[src/rtl/maq_h.sv]
// maq_h: hours stage of the clock. Counts 00-23 in BCD on each carry pulse from the
// minutes stage, flags the day carry on the 23->00 roll, offers a button-driven set
// mode and decodes the count for a 12 h or 24 h display.
//
// Ports:
//   clk             system clock, rising edge
//   rst             asynchronous active-low reset
//   incrementa_hora one-cycle carry from the minutes stage
//   modo_12h        display format: 0 = 24 h, 1 = 12 h (display only)
//   ajuste_en       asynchronous level, 1 requests set mode
//   ajuste_btn      asynchronous push-button, each press steps the hour in set mode
//   bcd_h_lsd       displayed hour, units digit
//   bcd_h_msd       displayed hour, tens digit
//   pm              1 when the internal hour is 12-23
//   em_ajuste       1 while in set mode
//   incrementa_dia  combinational day carry
module maq_h #(
  parameter int unsigned SYNC_STAGES = 2
) (
  input  logic       clk,
  input  logic       rst,
  input  logic       incrementa_hora,
  input  logic       modo_12h,
  input  logic       ajuste_en,
  input  logic       ajuste_btn,
  output logic [3:0] bcd_h_lsd,
  output logic [1:0] bcd_h_msd,
  output logic       pm,
  output logic       em_ajuste,
  output logic       incrementa_dia
);

  typedef enum logic [0:0] {StRun, StSet} state_e;

  state_e                 state_q, state_d;
  logic [3:0]             h_lsd_q, h_lsd_d;
  logic [1:0]             h_msd_q, h_msd_d;
  logic [SYNC_STAGES-1:0] en_sync_q, en_sync_d;
  logic [SYNC_STAGES-1:0] btn_sync_q, btn_sync_d;
  logic                   btn_prev_q, btn_prev_d;

  logic en_s, btn_s, passo, step, is_23;

  assign en_s  = en_sync_q[SYNC_STAGES-1];
  assign btn_s = btn_sync_q[SYNC_STAGES-1];
  // btn_prev resets to 0 together with the synchroniser, so a button held through
  // reset yields a passo only while still in RUN, where it is ignored.
  assign passo = btn_s & ~btn_prev_q;
  assign is_23 = (h_msd_q == 2'd2) && (h_lsd_q == 4'd3);

  // Both the count update and the transition use the current state.
  assign step = (state_q == StRun) ? incrementa_hora : passo;

  always_comb begin
    en_sync_d  = {en_sync_q[SYNC_STAGES-2:0], ajuste_en};
    btn_sync_d = {btn_sync_q[SYNC_STAGES-2:0], ajuste_btn};
    btn_prev_d = btn_s;

    h_lsd_d = h_lsd_q;
    h_msd_d = h_msd_q;
    if (step) begin
      if (is_23) begin
        h_lsd_d = 4'd0;
        h_msd_d = 2'd0;
      end else if (h_lsd_q == 4'd9) begin
        h_lsd_d = 4'd0;
        h_msd_d = h_msd_q + 2'd1;
      end else begin
        h_lsd_d = h_lsd_q + 4'd1;
      end
    end

    state_d = state_q;
    unique case (state_q)
      StRun: if (en_s)  state_d = StSet;
      StSet: if (!en_s) state_d = StRun;
      default: state_d = StRun;
    endcase
  end

  always_ff @(posedge clk or negedge rst) begin
    if (!rst) begin
      state_q    <= StRun;
      h_lsd_q    <= 4'd0;
      h_msd_q    <= 2'd0;
      en_sync_q  <= '0;
      btn_sync_q <= '0;
      btn_prev_q <= 1'b0;
    end else begin
      state_q    <= state_d;
      h_lsd_q    <= h_lsd_d;
      h_msd_q    <= h_msd_d;
      en_sync_q  <= en_sync_d;
      btn_sync_q <= btn_sync_d;
      btn_prev_q <= btn_prev_d;
    end
  end

  assign em_ajuste      = (state_q == StSet);
  assign incrementa_dia = (state_q == StRun) & incrementa_hora & is_23;

  // Display decode through a small binary hour value.
  logic [4:0] hour_bin, disp_bin, tens_bin;

  always_comb begin
    hour_bin = ({3'b000, h_msd_q} * 5'd10) + {1'b0, h_lsd_q};
    pm       = (hour_bin >= 5'd12);

    disp_bin = hour_bin;
    if (modo_12h) begin
      if (hour_bin == 5'd0) begin
        disp_bin = 5'd12;
      end else if (hour_bin > 5'd12) begin
        disp_bin = hour_bin - 5'd12;
      end
    end

    if (disp_bin >= 5'd20) begin
      bcd_h_msd = 2'd2;
      tens_bin  = 5'd20;
    end else if (disp_bin >= 5'd10) begin
      bcd_h_msd = 2'd1;
      tens_bin  = 5'd10;
    end else begin
      bcd_h_msd = 2'd0;
      tens_bin  = 5'd0;
    end
    bcd_h_lsd = 4'(disp_bin - tens_bin);
  end

endmodule
[config.mk]
export PLATFORM = sky130hd
export DESIGN_NAME = maq_h
export DESIGN_NICKNAME = d
export VERILOG_FILES = /design/src/rtl/maq_h.sv
export SDC_FILE = /design/constraint.sdc
export NUM_CORES = 1
export LEC_CHECK = 0
export ABC_AREA = 1
export CAP_MARGIN = 20
export CORE_MARGIN = 5
export CORE_UTILIZATION = 54
export CTS_CLUSTER_SIZE = 16
export DETAILED_ROUTE_END_ITERATION = 8
export DONT_BUFFER_PORTS = 1
export HOLD_SLACK_MARGIN = 0.08
export PLACE_DENSITY = 0.65
export SYNTH_ARGS = -nofsm -noshare
export SYNTH_HDL_FRONTEND = slang
export SYNTH_SLANG_ARGS = --single-unit
export TNS_END_PERCENT = 5
[constraint.sdc]
create_clock -name clk -period 4.82 [get_ports clk]
set_clock_uncertainty 0.2 [all_clocks]
set_input_delay 1.205 -clock clk [delete_from_list [all_inputs] [get_ports clk]]
set_output_delay 1.205 -clock clk [all_outputs]
set_load 0.01 [all_outputs]
==> metrics.cfg <==
[clock_tree]
path_clk_slew_ps=80
tritoncts=built
htreeDepth=1
cts_hold_buffers=0
numClockSinks=12
cts_made_buffers=3
clk_latency_ps=280
clock_path_buffers=2
cts-root-buf=clkbuf_4

[layout]
nNetsFinal=152
utilization_pct=66.1
n_antenna_cell=0
final_cell_mix=24 x inv_1, 18 x nand2_1, 12 x dfrtp_1, 9 x nand3_1
nFillCells=156
layout-drive-gt1-share_pct=29.6
final_area_sq_um=1120
final_common_cell=inv_1
synthToLayoutAreaGrowth_pct=19.5

[drt]
drt-pass1-iter-count=4
postRouteAntennaNets=0
wl_per_cell_microns=12.2
drt_iter0_markers=16
vias=784
vias_per_cell=5.16
drc=0
drt-total-wl_microns=1860

[yosys]
ys_ff_latch=12
synth_top_area_share_pct=32.1
synth_enable_flop_cells=0
synth.distinct_cells=26
synth_area_leaders=dfrtp_1 32%, ha_1 12%, inv_1 10%
synth_nets=140
postSynthCellCount=124
ys_seq_area_share_pct=32.1
avgSynthCellArea_sq_um=7.54
synth_flop_cell=dfrtp_1
yosys.area.top_type=dfrtp_1
async_reset_ff_share_pct=100
ys_warn_count=0
syn_area_sq_um=935

[grt]
grt_overflow=0
grt_max_degree=13
grt_pass1_vias=778
grt_pass1_wl_microns=3320
grt_use_total_pct=16.4
grt_antenna_before_repair=0

[worst_setup_path]
arrival_ps=3200
cp-start-kind=register
cp_max_fo=4
r2r_start=h_lsd_q[0]$_DFFE_PN0P_
worst_ep_required_time_ps=3410
worstSetupPathType=register to output port
reg2reg_slack_ps=2740
rr_worst_depth=11
end_kind=output port
reg2reg_to=h_msd_q[1]$_DFFE_PN0P_
endpoint=bcd_h_lsd[3]
setup.worst_path.start=h_msd_q[0]$_DFFE_PN0P_

[floorplanning]
boundaryPins=15
die_area_sq_um=2660
rows=15
initial_core_util_pct=55.3
die_y_microns=51.6
die_w_microns=51.6
fp.coreArea_sq_um=1690

[worst_hold_path]
hold_class=register to register

[timing]
fin_setup_tns_ps=0
finalCriticalPeriod_ps=4600
rsz0062_at_grt=yes
hold_viol=0
tightest_slew_ps=547
period_share_pct=95.5
setup_viol=0
report.final.slew_viol_count=0
whs_ps=152
fmax_mhz=217
relSlewSlack_pct=63.3

[place]
dp_hpwl_microns=1370
port_buffers=0
finalWeightedCongestion=0.831
place_area_sq_um=952

[run_status]
status=finished, final reports clean

[job]
drv_cap=0

==> repair_timing <==
| item | 4_1_cts | 5_1_grt |
|---|---|---|
| buffers inserted | 2 | 6 |
| pin swaps | 1 | 16 |
| endpoints found under the setup margin | 1 | 2 |
| gates cloned | 0 | 0 |
| resized for setup | 2 | 15 |
| endpoints found under the hold margin | 0 | 0 |
==> metal layers <==
layer	GRT usage (%)	share of wire [%]	wire length [microns]	up-vias
met5	0	0	0	-
met4	3.93	1.1	21	0
met3	5.16	6.1	114	4
met2	27.3	47	867	14
met1	20.4	46	853	352
li1	-	-	-	414
==> registers in the layout (all words and copies together) (netlist names) <==
| name | cells |
|---|---|
| h_lsd_q | 4 |
| btn_sync_q | 2 |
| en_sync_q | 2 |
| h_msd_q | 2 |
| btn_prev_q | 1 |
| em_ajuste | 1 |
==> synthesized netlist by cell type, types with 2 or more instances <==
library cell   n
nand2_1       20
nor2_1        10
nand3_2        5
dfrtp_1       12
o21ai_1        2
nand3_1       10
a21oi_1        4
nand2_2        5
nor3_1         5
inv_1         25
inv_2          2
ha_1           9
o21ai_0        2
==> kinds of logic (layout without fill, tap and decap cells) <==
| kind of cell | Yosys count | in the layout | share of synthesized area (%) |
|---|---|---|---|
| compound gates | 14 | 14 | 8.97 |
| xor+xnor | 1 | 1 | 1.74 |
| fa+ha+maj | 10 | 10 | 14.2 |
| buf+inv | 29 | 40 | 11.6 |
| flops | 12 | 12 | 32.1 |
| simple gates | 58 | 58 | 31.3 |
==> layout make-up <==
class	count	area [sq um]	area share, %
Sequential cell	12	300	26.9
Tap cell	17	21.3	1.90
Timing Repair Buffer	8	60.1	5.38
Inverter	28	105	9.41
Multi-Input combinational cell	83	594	53.2
Clock buffer	4	36.3	3.25
==> worst max-delay path, cell delays in order (launching register included) <==
cell and delay (ps):
dfrtp_1 400, ha_2 210, fa_2 400, xor2_4 180
inv_1 60, ha_2 150, inv_1 30, nor2_1 70
nand3_1 110, nor2_2 140, nor2_1 50, nand2_1 80
nand2_2 100, nor2_1 110, nand2_1 90, nand2_2 130
ha_4 140, inv_2 40, ha_4 150, nor2_4 70
inv_1 40, nand2_1 60, nand2_2 70
==> worst min-delay path by stage <==
stage	start	end	slack [ps]	cells after the start
floorplan	btn_sync_q[0]$_DFF_PN0_	btn_sync_q[1]$_DFF_PN0_	130	0
global placement	en_sync_q[1]$_DFF_PN0_	em_ajuste$_DFF_PN0_	130	0
detailed placement	btn_sync_q[0]$_DFF_PN0_	btn_sync_q[1]$_DFF_PN0_	140	0
CTS	btn_sync_q[0]$_DFF_PN0_	btn_sync_q[1]$_DFF_PN0_	160	0
global route	en_sync_q[1]$_DFF_PN0_	em_ajuste$_DFF_PN0_	180	0
finish	en_sync_q[1]$_DFF_PN0_	em_ajuste$_DFF_PN0_	150	0
==> per-stage QoR <==
stage               setup WS [ps]  cells
finish                        219    152
floorplan                     518    124
global route                -11.7    152
CTS                          17.1    146
detailed placement            194    140
global placement              273    140
Power is not shown: default switching activity piles up to over one toggle a cycle in this logic, so the estimate is an artifact.
